--- src/rtl/easyaxi_pkg.sv ---
// Shared EasyAXI encodings and default widths for the fabric masters and slaves.
package easyaxi_pkg;

  localparam int unsigned AXI_ID_W   = 4;
  localparam int unsigned AXI_ADDR_W = 32;
  localparam int unsigned AXI_LEN_W  = 8;
  localparam int unsigned AXI_DATA_W = 32;

  localparam logic [1:0] AXI_RESP_OKAY   = 2'b00;
  localparam logic [1:0] AXI_RESP_EXOKAY = 2'b01;
  localparam logic [1:0] AXI_RESP_SLVERR = 2'b10;
  localparam logic [1:0] AXI_RESP_DECERR = 2'b11;

  localparam logic [1:0] AXI_BURST_FIXED = 2'b00;
  localparam logic [1:0] AXI_BURST_INCR  = 2'b01;
  localparam logic [1:0] AXI_BURST_WRAP  = 2'b10;

  localparam logic [2:0] AXI_SIZE_1B = 3'b000;
  localparam logic [2:0] AXI_SIZE_2B = 3'b001;
  localparam logic [2:0] AXI_SIZE_4B = 3'b010;
  localparam logic [2:0] AXI_SIZE_8B = 3'b011;

  // Merged burst response: the numerically worst code seen so far.
  function automatic logic [1:0] resp_max(input logic [1:0] a, input logic [1:0] b);
    return (a > b) ? a : b;
  endfunction

endpackage

--- src/rtl/easyaxi_ffs_lowest.sv ---
// Lowest-set-bit priority encoder; idx is 0 when no bit is set.
module easyaxi_ffs_lowest #(
  parameter int unsigned WIDTH = 4,
  parameter int unsigned IDX_W = $clog2(WIDTH)
) (
  input  logic [WIDTH-1:0] req,
  output logic [IDX_W-1:0] idx,
  output logic             found
);

  always_comb begin
    idx = '0;
    for (int i = WIDTH - 1; i >= 0; i--) begin
      if (req[i]) idx = IDX_W'(i);
    end
  end

  assign found = |req;

endmodule

--- src/rtl/easyaxi_rd_mst_ost.sv ---
// AXI read master with one outstanding burst per tracking entry; R beats may
// return out of order across IDs and are checked against each entry's state.
module easyaxi_rd_mst_ost
  import easyaxi_pkg::*;
#(
  parameter int unsigned OST_DEPTH = 4,
  parameter int unsigned ID_W      = AXI_ID_W,
  parameter int unsigned ADDR_W    = AXI_ADDR_W,
  parameter int unsigned LEN_W     = AXI_LEN_W,
  parameter int unsigned DATA_W    = AXI_DATA_W,
  parameter logic [2:0]  SIZE      = AXI_SIZE_4B
) (
  input  logic                           clk,
  input  logic                           rst_n,
  input  logic                           cmd_valid,
  output logic                           cmd_ready,
  input  logic [ADDR_W-1:0]              cmd_addr,
  input  logic [LEN_W-1:0]               cmd_len,
  output logic                           axi_mst_arvalid,
  input  logic                           axi_mst_arready,
  output logic [ID_W-1:0]                axi_mst_arid,
  output logic [ADDR_W-1:0]              axi_mst_araddr,
  output logic [LEN_W-1:0]               axi_mst_arlen,
  output logic [2:0]                     axi_mst_arsize,
  output logic [1:0]                     axi_mst_arburst,
  input  logic                           axi_mst_rvalid,
  output logic                           axi_mst_rready,
  input  logic [ID_W-1:0]                axi_mst_rid,
  input  logic [DATA_W-1:0]              axi_mst_rdata,
  input  logic [1:0]                     axi_mst_rresp,
  input  logic                           axi_mst_rlast,
  output logic [DATA_W-1:0]              rd_data,
  output logic                           rd_data_vld,
  output logic                           comp_vld,
  output logic [ID_W-1:0]                comp_id,
  output logic [1:0]                     comp_resp,
  output logic [7:0]                     err_cnt,
  output logic                           proto_err,
  output logic [$clog2(OST_DEPTH):0]     outstanding
);

  localparam int unsigned IDX_W = $clog2(OST_DEPTH);

  logic [OST_DEPTH-1:0] vld_q, req_q, comp_q;
  logic [ADDR_W-1:0]    addr_q [OST_DEPTH];
  logic [LEN_W-1:0]     len_q  [OST_DEPTH];
  logic [LEN_W:0]       cnt_q  [OST_DEPTH];
  logic [1:0]           resp_q [OST_DEPTH];

  logic             hold_q;
  logic [IDX_W-1:0] hold_idx_q;

  logic [DATA_W-1:0] rd_data_q;
  logic              rd_data_vld_q, comp_vld_q, proto_err_q;
  logic [ID_W-1:0]   comp_id_q;
  logic [1:0]        comp_resp_q;
  logic [7:0]        err_cnt_q;

  logic [IDX_W-1:0] alloc_idx, issue_idx, ar_sel, r_idx;
  logic             alloc_found, issue_found;
  logic             r_ok, r_beat, r_at_len, r_proto;
  logic [1:0]       r_merged;

  easyaxi_ffs_lowest #(.WIDTH(OST_DEPTH), .IDX_W(IDX_W)) u_alloc (
    .req   (~vld_q),
    .idx   (alloc_idx),
    .found (alloc_found)
  );

  easyaxi_ffs_lowest #(.WIDTH(OST_DEPTH), .IDX_W(IDX_W)) u_issue (
    .req   (req_q),
    .idx   (issue_idx),
    .found (issue_found)
  );

  // A stalled request keeps its entry even if a lower one becomes pending.
  assign ar_sel          = hold_q ? hold_idx_q : issue_idx;
  assign axi_mst_arvalid = issue_found;
  assign axi_mst_arid    = axi_mst_arvalid ? ID_W'(ar_sel) : '0;
  assign axi_mst_araddr  = axi_mst_arvalid ? addr_q[ar_sel] : '0;
  assign axi_mst_arlen   = axi_mst_arvalid ? len_q[ar_sel] : '0;
  assign axi_mst_arsize  = SIZE;
  assign axi_mst_arburst = AXI_BURST_INCR;
  assign axi_mst_rready  = 1'b1;
  assign cmd_ready       = alloc_found;

  assign r_idx    = axi_mst_rid[IDX_W-1:0];
  assign r_ok     = ((axi_mst_rid >> IDX_W) == '0) && comp_q[r_idx] && !req_q[r_idx];
  assign r_beat   = axi_mst_rvalid && r_ok;
  assign r_at_len = (cnt_q[r_idx] == {1'b0, len_q[r_idx]});
  assign r_merged = resp_max(resp_q[r_idx], axi_mst_rresp);
  assign r_proto  = (axi_mst_rvalid && !r_ok) ||
                    (r_beat && (axi_mst_rlast ? !r_at_len : r_at_len));

  always_comb begin
    outstanding = '0;
    for (int i = 0; i < OST_DEPTH; i++) begin
      outstanding = outstanding + (IDX_W + 1)'(vld_q[i]);
    end
  end

  always_ff @(posedge clk) begin
    if (!rst_n) begin
      vld_q         <= '0;
      req_q         <= '0;
      comp_q        <= '0;
      hold_q        <= 1'b0;
      hold_idx_q    <= '0;
      for (int i = 0; i < OST_DEPTH; i++) begin
        addr_q[i] <= '0;
        len_q[i]  <= '0;
        cnt_q[i]  <= '0;
        resp_q[i] <= AXI_RESP_OKAY;
      end
      rd_data_q     <= '0;
      rd_data_vld_q <= 1'b0;
      comp_vld_q    <= 1'b0;
      comp_id_q     <= '0;
      comp_resp_q   <= AXI_RESP_OKAY;
      err_cnt_q     <= '0;
      proto_err_q   <= 1'b0;
    end else begin
      if (cmd_valid && cmd_ready) begin
        vld_q[alloc_idx]  <= 1'b1;
        req_q[alloc_idx]  <= 1'b1;
        comp_q[alloc_idx] <= 1'b1;
        addr_q[alloc_idx] <= cmd_addr;
        len_q[alloc_idx]  <= cmd_len;
        cnt_q[alloc_idx]  <= '0;
        resp_q[alloc_idx] <= AXI_RESP_OKAY;
      end

      if (axi_mst_arvalid) begin
        if (axi_mst_arready) begin
          req_q[ar_sel] <= 1'b0;
          hold_q        <= 1'b0;
        end else begin
          hold_q     <= 1'b1;
          hold_idx_q <= ar_sel;
        end
      end

      rd_data_vld_q <= r_beat;
      comp_vld_q    <= 1'b0;
      if (r_beat) begin
        rd_data_q     <= axi_mst_rdata;
        resp_q[r_idx] <= r_merged;
        if (cnt_q[r_idx] != '1) cnt_q[r_idx] <= cnt_q[r_idx] + {{LEN_W{1'b0}}, 1'b1};
        if (axi_mst_rlast) begin
          vld_q[r_idx]  <= 1'b0;
          comp_q[r_idx] <= 1'b0;
          comp_vld_q    <= 1'b1;
          comp_id_q     <= ID_W'(r_idx);
          comp_resp_q   <= r_merged;
          if (r_merged != AXI_RESP_OKAY && err_cnt_q != 8'hff) err_cnt_q <= err_cnt_q + 8'd1;
        end
      end

      if (r_proto) proto_err_q <= 1'b1;
    end
  end

  assign rd_data     = rd_data_q;
  assign rd_data_vld = rd_data_vld_q;
  assign comp_vld    = comp_vld_q;
  assign comp_id     = comp_id_q;
  assign comp_resp   = comp_resp_q;
  assign err_cnt     = err_cnt_q;
  assign proto_err   = proto_err_q;

endmodule

--- config.mk ---
export PLATFORM = sky130hd
export DESIGN_NAME = easyaxi_rd_mst_ost
export DESIGN_NICKNAME = d
export VERILOG_FILES = /design/src/rtl/easyaxi_pkg.sv /design/src/rtl/easyaxi_ffs_lowest.sv /design/src/rtl/easyaxi_rd_mst_ost.sv
export SDC_FILE = /design/constraint.sdc
export NUM_CORES = 1
export LEC_CHECK = 0
export CORE_UTILIZATION = 54
export DETAILED_ROUTE_END_ITERATION = 10
export GPL_TIMING_DRIVEN = 0
export HOLD_SLACK_MARGIN = 0.02
export PLACE_DENSITY_LB_ADDON = 0.3
export SYNTH_ARGS = -nofsm -noshare
export SYNTH_HDL_FRONTEND = slang
export SYNTH_SLANG_ARGS = --single-unit
--- constraint.sdc ---
create_clock -name clk -period 6.1 [get_ports clk]
set_clock_uncertainty 0.15 [all_clocks]
set_input_delay 1.22 -clock clk [delete_from_list [all_inputs] [get_ports clk]]
set_output_delay 1.22 -clock clk [all_outputs]
set_load 0.01 [all_outputs]
; Word level (Yosys, flattened, before mapping)
; Memories as Yosys holds them, arrays and structs flattened.
; Index checks and enable logic that the tools add are counted.
[op_classes]
addsub = 5
bitwise = 10
n_reduce_logical = 28
n_eq_ne = 3
magnitude_cmp = 7
n_mux = 67
[ops]
columns = operator, count
row1 = $mux 32, 2
row2 = $mux 4, 12
row3 = $mux 2, 19
row4 = $reduce_or 32->1, 1
row5 = $mux 1, 25
row6 = $mux 9, 2
row7 = $reduce_or 9->1, 2
row8 = $mux 8, 2
row9 = $and 4x4->4, 3
row10 = $not 4->4, 3
row11 = $or 4x4->4, 3
row12 = $logic_and 1x1->1, 10
row13 = $add 9x1->9 const B, 1
row14 = $eq 9x8->1, 1
row15 = $lt 2x3->1 const B, 3
row16 = $ne 9x9->1 const B, 1
row17 = $add 8x1->8 const B, 1
row18 = $ne 8x8->1 const B, 1
row19 = $reduce_or 4->1, 2
row20 = $reduce_or 8->1, 1
row21 = $demux 1 s2, 3
row22 = $ge 2x1->1 const B, 3
row23 = $reduce_and 2->1, 3
row24 = $bmux 1 s2, 2
row25 = other kinds (11), 14
[word_totals]
mem_count = 4
output_inout_bits = 104
ramBits = 204
reg_bits = 62
elab_cells = 136
[memory_table]
columns = memory, words, width, read_ports, rd_ports_with_merged_regs, wr, line
row1 = addr_q, 4, 32, 1, 0, 4, easyaxi_rd_mst_ost.sv:45  ; logic [ADDR_W-1:0] addr_q [OST_DEPTH];
row2 = cnt_q, 4, 9, 1, 0, 4, easyaxi_rd_mst_ost.sv:47  ; logic [LEN_W:0] cnt_q [OST_DEPTH];
row3 = len_q, 4, 8, 2, 0, 4, easyaxi_rd_mst_ost.sv:46  ; logic [LEN_W-1:0] len_q [OST_DEPTH];
row4 = resp_q, 4, 2, 1, 0, 4, easyaxi_rd_mst_ost.sv:48  ; logic [1:0] resp_q [OST_DEPTH];

; Logic depth before layout (Yosys ltp)
[logic_depth]
ltp_word = 15
ltp_mapped = 12
ltp_nobuf = 9

; Cells and area by module
; Synthesis repeated with hierarchy kept, for this count alone.
[hier_totals]
hier_cells = 972
hier_area_um2 = 11828.8
[by_module_without_submodules]
columns = module, cells_per_inst, seq_area_each_um2, area_per_inst_um2, instances
row1 = easyaxi_rd_mst_ost, 958, 7367.1, 11758.8, 1
row2 = easyaxi_ffs_lowest, 7, 0.0, 35.0, 2

; Worst setup path before layout
; Ideal clock, no wire load.
[synth_timing]
path_type = input to register
start = input cmd_valid
end = memory cnt_q[2][0] (netlist bit) (enable)
path_stages = 3
path_slack_ps = 835
arrival_time_ps = 4773
path_cell_list = nand3_1 > o21ai_0 > nand2b_1
[synth_lines]
columns = element, line
row1 = from (decl), easyaxi_rd_mst_ost.sv:15  ; input logic cmd_valid,
row2 = to (decl), easyaxi_rd_mst_ost.sv:47

; Final worst setup path
[layout_timing]
start = register req_q[3]
end = output axi_mst_araddr[29]
[layout_between]
elab_chain_cells = 7
[layout_rtl]
columns = element, line
row1 = from (decl), easyaxi_rd_mst_ost.sv:44  ; logic [OST_DEPTH-1:0] vld_q, req_q, comp_q;
row2 = from (signal assigned), easyaxi_rd_mst_ost.sv:105  ; req_q <= '0;
row3 = "from (signal, indexed assignment)", easyaxi_rd_mst_ost.sv:125  ; req_q[alloc_idx] <= 1'b1;
row4 = "from (signal, indexed assignment)", easyaxi_rd_mst_ost.sv:135  ; req_q[ar_sel] <= 1'b0;
row5 = $mux 2 (4 in series), easyaxi_ffs_lowest.sv:14  ; if (req[i]) idx = IDX_W'(i);
row6 = $mux 2, easyaxi_rd_mst_ost.sv:77  ; assign ar_sel = hold_q ? hold_idx_q : issue_idx;
row7 = $mem_v2 4x32, --
row8 = $mux 32 *, easyaxi_rd_mst_ost.sv:80  ; assign axi_mst_araddr = axi_mst_arvalid ? addr_q[ar_sel] : '0;
row9 = to (decl), easyaxi_rd_mst_ost.sv:22  ; output logic [ADDR_W-1:0] axi_mst_araddr,
; Mark *: on every way between the ends. The rest lies on a longest branch, timed or not.

==> metrics.txt <==
GRT Util Overall 25.3%; status finished, final reports clean; antenna-violating nets left 0; wirelength, routed 28500 um; CTS tree built; Remaining DRCs 0; Post-synth EDFFs 204; post-synthesis async set-or-reset flop share 0%; layout cell share with drive strength beyond 1 11.3%; core area 21900 um^2; Clock Path Buffers 3; Final period util 81.2%; worst skew pair latency 0.53 ns; 1st-pass router iterations 5; largest net degree at the start of global routing 31; area of the multi-input gates 4380 um^2; per-cell routed wire length 19.5 um; Hold WC Path Type reg -> reg; leakage 0.00565 uW; Critical Path Sink Type primary output; number of synthesis warnings 0; clk root buf clkbuf_16; number of port buffers 177; drt via density 5.60; type of origin of the critical path flip-flop; synthesized cell area 12100 um^2; CP Cell Sequence a21oi_1 -> o31ai_1 -> buf_2 -> mux4_2 -> and2_1 -> clkdlybuf4s50_1; worst slew pin tran 1.03 ns; sequential element share of the synthesized area 60.9%; relative slew slack 30.9%; prevailing post-synth register cell edfxtp_1; FF-to-FF End cnt_q[3][0]$_SDFFCE_PN0P_; Tmin final 4.95 ns; worst reg2reg path depth 9; syn avg cell area 12.9 um^2; clock-pin slew on the worst setup and hold paths 0.06 ns; PostCTS Resize Cnt 0; Netlist cell types 49; sequential cell area 7370 um^2; Initial Utilization 55.2%; cell count after synthesis 936; critical path required time 4.73 ns; Fmax 202 MHz; Final WS setup 1.15 ns; worst reg2reg startpoint cnt_q[3][0]$_SDFFCE_PN0P_; Max Cap Violations 0; Overflow after GRT 0; final-report hold violation count 0; total die area 23000 um^2; vias in the first global route 8128; number of I/O pins 188; CP peak stage delay 0.79 ns; via count 8167; Final setup viols 0; H-tree levels 1; first-pass GRT wire length 43700 um; RSZ-0062 raised after global routing false; Hold Crit Depth 2; Die H 152 um; Place WS 0.617 ns; setup bufs post-CTS 0; die width 152 um; Syn-to-layout area delta 26.7%; Crit-path slowest cell o31ai_1; worst setup path class reg -> out; final RePlAce weighted congestion 0.814; CTS Hold Bufs 0; Rows 54; # nets final 1251; worst path arrival time 3.58 ns; pwr dens 285 nW/um^2; fillers 1514; total CTS buffers 28; dpl hpwl 19000 um; CP max FO 10; clk sinks 266; hold path start rd_data[16]$_SDFFE_PN0N_; VDD IR-drop max 201 uV; post-route setup TNS 0 ns; FF+latch count, synth 266; initial antenna violation count 0; Hold EP rd_data[16]$_SDFFE_PN0N_; max-slew violations 0; DRT iter0 DRCs 631; Reg2Reg Setup Slack 2.67 ns
final cells by class:
class	count	share of cell area, %
clock buffer	38	4.96
timing repair buffer	181	12.1
inverter	22	0.539
antenna	1	0.0163
buffer	67	1.98
multi-input combinational	589	28.6
sequential	266	48.1
tap	280	2.29
clock inverter	14	1.46
metrics by stage:
| step | utilization (%) | total power, uW | std cells | hold slack [ns] | area [um^2] |
|---|---|---|---|---|---|
| 2_1_floorplan | - | 2370 | 944 | 0.276 | 12100 |
| 3_3_place_gp | 65.1 | 2570 | 1401 | 0.286 | 14200 |
| 3_5_place_dp | 65.5 | 2590 | 1405 | 0.295 | 14300 |
| 4_1_cts | 70.0 | 4380 | 1457 | 0.303 | 15300 |
| 5_1_grt | 70.0 | 4490 | 1457 | 0.321 | 15300 |
| 6_report | 70.0 | 4360 | 1458 | 0.300 | 15300 |
cell usage after synthesis, types with 2 or more instances:
cell type / count / area share (%)
inv_1: 21 / 0.65
buf_1: 3 / 0.093
nand3_1: 9 / 0.37
mux2i_1: 3 / 0.25
o31ai_1: 4 / 0.25
or3_1: 3 / 0.16
nor4_1: 3 / 0.16
dfxtp_1: 62 / 10
conb_1: 2 / 0.062
clkbuf_1: 44 / 1.4
xor2_1: 5 / 0.36
nand2b_1: 8 / 0.41
or2_2: 2 / 0.10
a2111o_1: 2 / 0.19
buf_4: 11 / 0.68
nand4_1: 2 / 0.10
a21oi_1: 47 / 1.9
mux4_2: 60 / 11
nor3_1: 7 / 0.29
a211oi_1: 3 / 0.19
nor2_1: 70 / 2.2
and2_1: 164 / 8.5
xnor2_1: 12 / 0.87
ha_1: 11 / 1.1
nand2_1: 85 / 2.6
and3_1: 45 / 2.3
o21ai_0: 11 / 0.46
or4_1: 4 / 0.25
edfxtp_1: 204 / 51
buf_2: 9 / 0.37
o21bai_1: 2 / 0.12
routing by layer:
layer | up-vias | global-route usage [%] | wire (um)
li1 | 3794 | - | -
met1 | 3981 | 33.7 | 11200
met2 | 335 | 41.7 | 14100
met3 | 57 | 4.55 | 2330
met4 | 0 | 9.21 | 773
met5 | - | 0 | 0
power breakdown:
group	total, uW	leakage, uW	internal [uW]	switching (uW)
combinational	482	0.00253	239	243
clock	1810	0.000476	1130	684
sequential	2070	0.00264	2040	31.4
total	4360	0.00565	3410	958
critical path: cells and delay by family, from the launching register on:
family,cells,cell delay (ns)
compound gates,2,0.90
flops,1,0.42
simple gates,1,0.17
buf+inv,2,1.02
mux,1,0.55
layout by cell type (no fill, tap or decap), types with 2 or more instances in the layout:
master,count
inv_1,19
clkbuf_16,29
nor2_1,70
a21oi_1,47
nand3_1,9
nand2_1,84
edfxtp_1,204
buf_12,4
mux2i_1,3
xnor2_1,12
conb_1,10
buf_2,9
or3_1,3
mux4_2,60
nand2b_1,8
buf_4,11
inv_2,2
nor4_1,3
nand4_1,2
or4_1,4
a2111o_1,2
ha_1,11
o21bai_1,2
buf_1,3
o21ai_0,10
clkinv_1,3
a211oi_1,3
and3_1,45
xor2_1,5
o31ai_1,4
clkbuf_1,53
or2_2,2
clkinv_2,4
clkdlybuf4s50_1,177
dfxtp_1,62
nor3_1,7
and2_1,164
bufinv_16,6
worst max-delay path by stage:
| stage | cells past startpoint | slack [ns] | from | to |
|---|---|---|---|---|
| finish | 6 | 1.15 | req_q[3]$_SDFF_PN0_ | axi_mst_araddr[29] |
| global route | 6 | 0.89 | req_q[3]$_SDFF_PN0_ | axi_mst_araddr[30] |
| CTS | 6 | 1.09 | req_q[3]$_SDFF_PN0_ | axi_mst_araddr[29] |
| detailed placement | 13 | 0.62 | axi_mst_rid[0] | err_cnt[5]$_SDFFE_PN0P_ |
| global placement | 4 | -2.17 | cmd_valid | cnt_q[2][0]$_SDFFCE_PN0P_ |
| floorplan | 3 | 0.84 | cmd_valid | cnt_q[2][0]$_SDFFCE_PN0P_ |
sequential cells by signal, summed over array words and instances (netlist names):
signal / cells
addr_q: 128
cnt_q: 36
len_q: 32
rd_data: 32
err_cnt: 8
resp_q: 8
comp_q: 4
req_q: 4
vld_q: 4
comp_id: 2
comp_resp: 2
hold_idx_q: 2
comp_vld: 1
hold_q: 1
proto_err: 1
rd_data_vld: 1
logic make-up after synthesis:
logic type	share of synthesized area, %
multiplexers	11.4
AND/OR/NAND/NOR	18.1
adder cells (fa/ha/maj)	1.30
buffers and inverters	3.20
other	0.0621
XOR/XNOR	1.23
AO/OA/AOI/OAI	3.81
flip-flops	60.9
Note: power is estimated with default switching activity, not from simulation.
==> variant, RTL diff (same settings) <==
`AXI_LEN_W`: 8 -> 16.
--- a/src/rtl/easyaxi_pkg.sv
+++ b/src/rtl/easyaxi_pkg.sv
@@ -5,3 +5,3 @@
   localparam int unsigned AXI_ADDR_W = 32;
-  localparam int unsigned AXI_LEN_W  = 8;
+  localparam int unsigned AXI_LEN_W  = 16;
   localparam int unsigned AXI_DATA_W = 32;
Interface: changed (resized axi_mst_arlen and cmd_len); port bits go from 188 to 204. The function was not compared with the original's and may differ.
==> variant against the unedited design <==
Routed wire length grew 27%. Combinational power up 24%. Synthesized cell count increased by 23%. Core utilization is 2.1 points lower. Non-clock buffer count is 33 higher. First-iteration DRC count is 42% higher. Total power up 21%. Clock power increased by 16%. Design area is 23% higher. Sequential cell count up 64. Area after synthesis rose by 26%. Hold slack better by 0.0010 ns. Setup slack worse by 0.56 ns. Critical endpoint is now cnt_q[3][7]$_SDFFCE_PN0P_.
==> variant: results <==
{
  "crit_path_max_fanout": 17,
  "post-place-ws_ns": 0.09321,
  "max_stage_delay_ns": 0.84,
  "fmax_mhz": 181.3,
  "drt_iter0_markers": 893,
  "grtUsageTotal": 0.2570,
  "synth_common_cells": "edfxtp_1, and2_1, nor2_1",
  "grt_pass1_wl_mm": 55.86,
  "wirelength_mm": 36.14,
  "path_delay_family": "simple AND/OR/NAND/NOR gates",
  "cts_htree_levels": 2,
  "cpMaxStageDelayCell": "nand3_1",
  "seq_area_frac_synth": 0.6102,
  "diodes": 0,
  "reg_top3": "addr_q x128, cnt_q x68, len_q x64",
  "fillers": 2058,
  "gp_congestion": 0.8419,
  "io_buffers": 190,
  "p_leak_uw": 0.006857,
  "p_sw_uw": 1209,
  "vdd_drop_max_mv": 0.2274,
  "drive_above_1_share": 0.1234,
  "status": "complete, no violations",
  "tightestPinTransition_ns": 1.078,
  "cp.arrival_ns": 5.34,
  "ys_types": 46,
  "grt_max_degree": 36,
  "cts_made_buffers": 37,
  "crit_path_start": "axi_mst_rid[1]",
  "nNetsFinal": 1494,
  "dp_hpwl_mm": 24.61,
  "synth_edf_count": 268,
  "clk_latency_ns": 0.53,
  "synth_area_leaders": "edfxtp_1, mux4_2, dfxtp_1"
}
-- variant: cell types whose count changed in the layout (fill, tap and decap cells not counted), moves of 11 or more --
| cell | before | now |
|---|---|---|
| nor2_1 | 70 | 98 |
| xor2_1 | 5 | 16 |
| mux4_2 | 60 | 84 |
| clkbuf_1 | 53 | 68 |
| clkdlybuf4s50_1 | 177 | 190 |
| edfxtp_1 | 204 | 268 |
| and2_1 | 164 | 197 |
| nand3_1 | 9 | 20 |
-- variant: area by class of cell --
class / instances / area share
Sequential cell: 330 / 0.4923
Clock buffer: 50 / 0.05497
Tap cell: 378 / 0.02506
Multi-Input combinational cell: 721 / 0.2924
Clock inverter: 15 / 0.005371
Buffer: 86 / 0.02036
Inverter: 21 / 0.004177
Timing Repair Buffer: 195 / 0.1054
-- variant: logic make-up (layout without fill, tap and decap cells) --
family                   count (synthesis)  in the layout  synth area share
flip-flops                             330            330            0.6102
adder cells (fa/ha/maj)                 10             10          0.008712
buffers and inverters                  107            367           0.03041
AO/OA/AOI/OAI                           80             80           0.03066
multiplexers                            86             86            0.1257
AND/OR/NAND/NOR                        504            504            0.1760
XOR/XNOR                                31             31           0.01784
other                                    2             10         0.0004933
-- variant: worst reg2reg max path, stage by stage, from the launching register on --
cell and delay [ns]:
edfxtp_1 0.36, mux4_2 0.47, buf_4 0.19, ha_1 0.23, and3_1 0.21, and4_1 0.25, and3_1 0.18, ha_1 0.20
nand3b_1 0.21, or3_1 0.34, buf_2 0.19, buf_2 0.23, nand2_1 0.68
-- variant: layer usage --
layer,track usage,vias to the layer above,share of wire
met4,0.07090,0,0.019
met1,0.3193,4979,0.39
li1,-,4640,-
met2,0.4563,321,0.52
met5,0,-,0
met3,0.05163,52,0.068
-- variant: power by group through the flow --
stage	clock (uW)	sequential, uW	combinational (uW)
floorplan	0	2610	342
global placement	0	2620	581
finish	2100	2580	597
global route	2210	2590	643
CTS	2110	2580	601
detailed placement	0	2630	597
-- variant: final timing paths --
kind	end	depth (start not counted)
max	cnt_q[3][7]$_SDFFCE_PN0P_	13
min	rd_data[3]$_SDFFE_PN0N_	2
max reg2reg	cnt_q[0][7]$_SDFFCE_PN0P_	12
min reg2reg	rd_data[3]$_SDFFE_PN0N_	2
-- variant: through the flow --
stage | cell area (um^2) | instances | power (uW) | util | hold WS (ns)
final | 18870 | 1796 | 5276 | 0.6792 | 0.3013
after CTS | 18870 | 1796 | 5295 | 0.6792 | 0.3043
after detailed placement | 17730 | 1731 | 3222 | 0.6382 | 0.2966
after floorplan | 15250 | 1158 | 2957 | - | 0.2760
after global placement | 17630 | 1726 | 3205 | 0.6345 | 0.2842
after global routing | 18870 | 1796 | 5441 | 0.6792 | 0.3255
